==> src/rtl/hazard_pkg.sv <==
// Shared encodings for the hazard controller: FSM states and forwarding-select codes.
package hazard_pkg;

  typedef enum logic [1:0] {
    ST_RUN   = 2'd0,
    ST_FLUSH = 2'd1,
    ST_MWAIT = 2'd2
  } state_t;

  localparam logic [1:0] FWD_RF  = 2'd0;
  localparam logic [1:0] FWD_EX  = 2'd1;
  localparam logic [1:0] FWD_MEM = 2'd2;
  localparam logic [1:0] FWD_WB  = 2'd3;

endpackage

==> src/rtl/fwd_sel.sv <==
// Single-operand forwarding select (EX > MEM > WB) plus the EX-load match used for load-use stalls.
module fwd_sel
  import hazard_pkg::*;
#(
  parameter int REG_W = 5
) (
  input  logic [REG_W-1:0] src,
  input  logic             use_src,
  input  logic [REG_W-1:0] rd_ex,
  input  logic [REG_W-1:0] rd_mem,
  input  logic [REG_W-1:0] rd_wb,
  input  logic             rf_le_ex,
  input  logic             rf_le_mem,
  input  logic             rf_le_wb,
  input  logic             l_ex,
  output logic [1:0]       fwd,
  output logic             load_hit
);

  logic hit_ex, hit_mem, hit_wb;

  // R0 is hard-wired zero, so it never matches a producer.
  assign hit_ex  = use_src && rf_le_ex  && (rd_ex  != '0) && (rd_ex  == src);
  assign hit_mem = use_src && rf_le_mem && (rd_mem != '0) && (rd_mem == src);
  assign hit_wb  = use_src && rf_le_wb  && (rd_wb  != '0) && (rd_wb  == src);

  assign load_hit = hit_ex && l_ex;

  always_comb begin
    fwd = FWD_RF;
    if (hit_ex && !l_ex) fwd = FWD_EX;
    else if (hit_mem)    fwd = FWD_MEM;
    else if (hit_wb)     fwd = FWD_WB;
  end

endmodule

==> src/rtl/hazard_ctrl.sv <==
// Pipeline hazard controller: load-use stalls, redirect flushes, memory-wait freeze, operand forwarding.
// Optional HAZARD_PERF_EN adds saturating stall/flush/wait performance counters.
module hazard_ctrl
  import hazard_pkg::*;
#(
  parameter int REG_W        = 5,
  parameter int FLUSH_CYCLES = 1
`ifdef HAZARD_PERF_EN
  ,
  parameter int CNT_W        = 16
`endif
) (
  input  logic             clk,
  input  logic             reset,
  input  logic [REG_W-1:0] ra_id,
  input  logic [REG_W-1:0] rb_id,
  input  logic [REG_W-1:0] rd_id,
  input  logic             a_s_id,
  input  logic             b_s_id,
  input  logic             d_s_id,
  input  logic [REG_W-1:0] rd_ex,
  input  logic [REG_W-1:0] rd_mem,
  input  logic [REG_W-1:0] rd_wb,
  input  logic             rf_le_ex,
  input  logic             rf_le_mem,
  input  logic             rf_le_wb,
  input  logic             l_ex,
  input  logic             redirect_ex,
  input  logic             mem_busy,
  output logic             pc_le,
  output logic             if_id_le,
  output logic             if_id_flush,
  output logic             id_ex_flush,
  output logic [1:0]       fwd_a,
  output logic [1:0]       fwd_b,
  output logic [1:0]       fwd_d,
`ifdef HAZARD_PERF_EN
  output logic [CNT_W-1:0] stall_cnt,
  output logic [CNT_W-1:0] flush_cnt,
  output logic [CNT_W-1:0] wait_cnt,
`endif
  output logic [1:0]       state_o
);

  localparam logic [2:0] CNT_INIT = 3'(FLUSH_CYCLES - 1);

  state_t     state, state_d, ret, ret_d, eff;
  logic [2:0] cnt, cnt_d;
  logic [1:0] fa, fb, fd;
  logic       lh_a, lh_b, lh_d, load_use;

  fwd_sel #(.REG_W(REG_W)) u_fwd_a (
    .src(ra_id), .use_src(a_s_id), .rd_ex(rd_ex), .rd_mem(rd_mem), .rd_wb(rd_wb),
    .rf_le_ex(rf_le_ex), .rf_le_mem(rf_le_mem), .rf_le_wb(rf_le_wb), .l_ex(l_ex),
    .fwd(fa), .load_hit(lh_a)
  );
  fwd_sel #(.REG_W(REG_W)) u_fwd_b (
    .src(rb_id), .use_src(b_s_id), .rd_ex(rd_ex), .rd_mem(rd_mem), .rd_wb(rd_wb),
    .rf_le_ex(rf_le_ex), .rf_le_mem(rf_le_mem), .rf_le_wb(rf_le_wb), .l_ex(l_ex),
    .fwd(fb), .load_hit(lh_b)
  );
  fwd_sel #(.REG_W(REG_W)) u_fwd_d (
    .src(rd_id), .use_src(d_s_id), .rd_ex(rd_ex), .rd_mem(rd_mem), .rd_wb(rd_wb),
    .rf_le_ex(rf_le_ex), .rf_le_mem(rf_le_mem), .rf_le_wb(rf_le_wb), .l_ex(l_ex),
    .fwd(fd), .load_hit(lh_d)
  );

  assign load_use = lh_a || lh_b || lh_d;

  always_ff @(posedge clk or negedge reset) begin
    if (!reset) begin
      state <= ST_RUN;
      ret   <= ST_RUN;
      cnt   <= '0;
    end else begin
      state <= state_d;
      ret   <= ret_d;
      cnt   <= cnt_d;
    end
  end

  always_comb begin
    pc_le       = 1'b1;
    if_id_le    = 1'b1;
    if_id_flush = 1'b0;
    id_ex_flush = 1'b0;
    state_d     = state;
    ret_d       = ret;
    cnt_d       = cnt;
    // On the MWAIT exit cycle the saved state's rules apply, so a held redirect acts immediately.
    eff         = (state == ST_MWAIT) ? ret : state;
    if (mem_busy) begin
      pc_le    = 1'b0;
      if_id_le = 1'b0;
      state_d  = ST_MWAIT;
      if (state != ST_MWAIT) ret_d = state;
    end else begin
      case (eff)
        ST_FLUSH: begin
          if_id_flush = 1'b1;
          id_ex_flush = 1'b1;
          cnt_d       = cnt - 3'd1;
          state_d     = (cnt <= 3'd1) ? ST_RUN : ST_FLUSH;
        end
        default: begin
          state_d = ST_RUN;
          if (redirect_ex) begin
            if_id_flush = 1'b1;
            id_ex_flush = 1'b1;
            if (FLUSH_CYCLES > 1) begin
              state_d = ST_FLUSH;
              cnt_d   = CNT_INIT;
            end
          end else if (load_use) begin
            pc_le       = 1'b0;
            if_id_le    = 1'b0;
            id_ex_flush = 1'b1;
          end
        end
      endcase
    end
    if (!reset) begin
      pc_le       = 1'b0;
      if_id_le    = 1'b0;
      if_id_flush = 1'b1;
      id_ex_flush = 1'b1;
    end
  end

  assign fwd_a   = reset ? fa : FWD_RF;
  assign fwd_b   = reset ? fb : FWD_RF;
  assign fwd_d   = reset ? fd : FWD_RF;
  assign state_o = state;

`ifdef HAZARD_PERF_EN
  logic stall_ev, flush_ev, wait_ev;

  // Only a load-use stall bubbles ID/EX while leaving IF/ID unflushed.
  assign stall_ev = id_ex_flush && !if_id_flush;
  assign flush_ev = if_id_flush || id_ex_flush;
  assign wait_ev  = (state == ST_MWAIT);

  always_ff @(posedge clk or negedge reset) begin
    if (!reset) begin
      stall_cnt <= '0;
      flush_cnt <= '0;
      wait_cnt  <= '0;
    end else begin
      if (stall_ev && stall_cnt != '1) stall_cnt <= stall_cnt + 1'b1;
      if (flush_ev && flush_cnt != '1) flush_cnt <= flush_cnt + 1'b1;
      if (wait_ev  && wait_cnt  != '1) wait_cnt  <= wait_cnt  + 1'b1;
    end
  end
`endif

endmodule

==> config.mk <==
export PLATFORM = sky130hd
export DESIGN_NAME = hazard_ctrl
export DESIGN_NICKNAME = d
export VERILOG_FILES = /design/src/rtl/hazard_pkg.sv /design/src/rtl/fwd_sel.sv /design/src/rtl/hazard_ctrl.sv
export SDC_FILE = /design/constraint.sdc
export NUM_CORES = 1
export LEC_CHECK = 0
export ABC_CLOCK_PERIOD_IN_PS = 2100
export BUFFER_PORTS_ARGS = -buffer_cell sky130_fd_sc_hd__buf_2
export CORE_MARGIN = 5
export CORE_UTILIZATION = 47
export CTS_CLUSTER_DIAMETER = 60
export DETAILED_ROUTE_END_ITERATION = 7
export GPL_TIMING_DRIVEN = 0
export PLACE_DENSITY = 0.79
export SLEW_MARGIN = 20
export SYNTH_ARGS = -nofsm -noshare
export SYNTH_HDL_FRONTEND = slang
export SYNTH_HIERARCHICAL = 1
export SYNTH_SLANG_ARGS = --single-unit
==> constraint.sdc <==
create_clock -name clk -period 2.1 [get_ports clk]
set_input_delay 0.315 -clock clk [delete_from_list [all_inputs] [get_ports clk]]
set_output_delay 0.315 -clock clk [all_outputs]
set_load 0.1 [all_outputs]
==> flow_summary.yaml <==
outcome:
  outcome: "complete, but fails checks"
  violations: "negative setup slack"
synth:
  postSynthAreaPerCell_sq_um: 8.00
  synth_area_sq_um: 1170
  seq_area_frac_synth: 0.150
  synth.net_count: 189
  synth_top_family_by_area: "simple AND/OR/NAND/NOR gates"
  synthAdderAreaFrac: 0.0214
  yosys_warnings: 6
  synth-compound-area-share: 0.220
  synthMuxAreaShare: 0.00857
  yosysUniqueCellTypes: 28
  yosys.area_share.simple: 0.286
  yosys_register_bits: 7
  syn_inst: 146
  yosys.area_share.xor_xnor: 0.285
min_path:
  hold_end: "state_o[1]$_DFF_PN0_"
  holdPathStages: 1
  hp-class: "input port to flip-flop"
  min-delay-start: "mem_busy"
floorplan:
  core-area_sq_um: 2430
  die-area_sq_um: 3580
  die_h_um: 59.8
  die-width_um: 59.8
  io-pin-count: 53
  rows: 18
  initial_core_util: 0.480
clock_network:
  cts.path.max_buffers: 2
  cts_buffers: 3
  clk_latency_ps: 240
  cts_tree: "done"
  htree_levels: 1
  path_clk_slew_ps: 50
  cts_root_buffer: "clkbuf_4"
  cts_sinks: 7
detailed_routing:
  postRouteAntennaNets: 0
  drc: 0
  wl_per_cell_um: 18.3
  routed_wl_mm: 4.31
  drt-met1-wl_mm: 1.55
  routed.top_layer: "met4"
  met3_length_um: 388
  num_vias: 1407
  dr_wl_met2_mm: 2.23
  first_pass_iters: 4
  routed_via_density: 5.96
  drt-initial-drc-count: 49
critical_path:
  worstPathCellList: "buf_8 -> or4_4 -> a21oi_2 -> nor4b_1 -> or3_4 -> a21oi_4 -> buf_12 -> buf_12"
  cpLargestDelayFamily: "simple AND/OR/NAND/NOR gates"
  rr_worst_depth: 3
  critPathArrivalTime_ps: 2130
  slowest_delay_ps: 540
  crit_path_start_kind: "input port"
  crit_path_end_kind: "output port"
  r2r-start: "state_o[0]$_DFF_PN0_"
  cp_num_cells: 8
  critical_path_buf_inv_count: 3
  required_ps: 1780
  critPathMostFrequentCell: "buf_12"
  worst-r2r-setup-slack_ps: 860
  r2r_end: "cnt[1]$_DFFE_PN0P_"
  crit_slowest_cell: "or4_4"
  criticalPathCategory: "input port to output port"
  path_max_fanout: 5
sta:
  max_freq_mhz: 408
  rsz0062_at_grt: "true"
  tightest_slew_ps: 509
  finalHoldViolations: 0
  slew_headroom: 0.658
  finalCritPeriodShare: 1.17
  period_needed_ps: 2450
  skew_ps: 1.50
  maxSlewViolCount: 0
  setup_ws_ps: -349
  setup_viol: 5
pwr:
  vdd_drop_max_mv: 0.292
  clkPwrFrac: 0.208
  intPower_mw: 0.340
  p_leak_nw: 0.770
  switching_power_mw: 0.247
  power_mw: 0.587
  comb_power_share: 0.559
  switching_share: 0.421
  cellPowerDensity_nw_per_um2: 322
  pwr-share-seq: 0.234
grt:
  grt_pass1_vias: 1484
  grt_max_degree: 11
  grt_pass1_wl_mm: 6.35
  grtUsageTotal: 0.230
  gr-total-overflow: 0
  antenna_found_initial: 0
place:
  io_buffer_count: 52
  placed_area_sq_um: 1540
  place_inst: 228
  hpwl_mm: 3.15
  place_congestion: 0.851
final_layout:
  syn2layout_area_growth_pct: 56.3
  finalInstanceArea_sq_um: 1820
  final_cells: 236
  diodes: 0
  drive_gt1_frac: 0.456
  nNetsFinal: 250
run:
  drv_cap: 0
## flip-flops by register name (all words and copies together) (netlist names)
name,count
cnt,3
state_o,2
ret,2
## layer usage
metal,GRT usage,up-vias
met3,0.0346,10
met2,0.443,77
met4,0.0570,0
met5,0,-
met1,0.259,655
li1,-,665
## cell type report
cell class,count,area [sq um]
timing repair buffer,56,430
buffer,1,20.0
clock buffer,4,26.3
multi-input combinational,131,1110
tap,30,37.5
inverter,7,26.3
fill,175,608
sequential,7,178
## through the flow
step	utilization	hold slack (ps)	setup WS [ps]	setup TNS (ps)
after floorplan	-	19.4	-544	-1100
after global placement	0.632	214	-547	-2330
after detailed placement	0.632	225	-578	-2790
after CTS	0.708	274	-348	-1030
after global routing	0.750	272	-388	-1290
final	0.750	281	-349	-986
## worst reg2reg max path, cell delays in order (launching register included)
cell      delay [ps]
dfrtp_2          430
and4bb_4         360
o21a_4           170
mux2i_1          200
## worst max path at each step
stage              from    end  slack (ps)
5_1_grt        rd_ex[2]  pc_le        -390
3_3_place_gp   rd_ex[2]  pc_le        -550
4_1_cts        rd_ex[2]  pc_le        -350
3_5_place_dp   rd_ex[2]  pc_le        -580
2_1_floorplan  rd_ex[2]  pc_le        -540
6_report       rd_ex[2]  pc_le        -350
## cell usage in the layout (no fill, tap or decap), types with 7 or more instances in the layout
cell and count:
buf_12 7, xnor2_1 16, xor2_1 18, nor3_1 7, inv_1 7, o21ai_0 7
buf_2 39
## Yosys cell counts
master     instances  area (sq um)
ha_1               2          25.0
xnor2_1           20           175
or3_1              1          6.26
and2b_1            1          7.51
o211ai_1           1          7.51
inv_1              7          26.3
o2111ai_1          6          52.6
o21a_4             1          15.0
o21a_1             1          7.51
mux2i_1            1          10.0
and4bb_4           1          16.3
nor4_1             7          43.8
nand3b_1           3          22.5
dfrtp_1            7           175
buf_4              1          7.51
and2_1             9          56.3
nand3_1            6          30.0
nor2_1             6          22.5
xor2_1            18           158
nor4b_1            3          26.3
or4_1              6          45.0
o2111a_1           3          33.8
a21boi_2           3          33.8
nand2_1            6          22.5
o21ai_0            9          45.0
nor3_1             7          35.0
a21oi_1            7          35.0
a21oi_2            3          26.3
## power groups by stage
stage | registers [mW] | clock network, mW | logic (mW)
floorplan | 0.147 | 0 | 0.151
global placement | 0.140 | 0 | 0.260
detailed placement | 0.140 | 0 | 0.272
CTS | 0.137 | 0.126 | 0.298
global route | 0.137 | 0.136 | 0.347
finish | 0.137 | 0.122 | 0.328
## what timing repair did
item                                   CTS  global route
pin swaps                                1             8
gates cloned                             0             0
setup buffers                            2             1
gates resized for setup                 38            18
setup endpoints to repair                9             9
endpoints found under the hold margin    7             0
hold buffers                             1             0
## logic make-up (layout without fill, tap and decap cells)
logic type,count (synthesis),count (layout)
and+or+nand+nor,56,56
xor gates and xnor gates,38,38
buffers and inverters,8,68
DFF,7,7
AOI/OAI and AO/OA,34,34
adders and majority gates,2,2
muxes,1,1
Note: power is estimated with default switching activity, not from simulation.
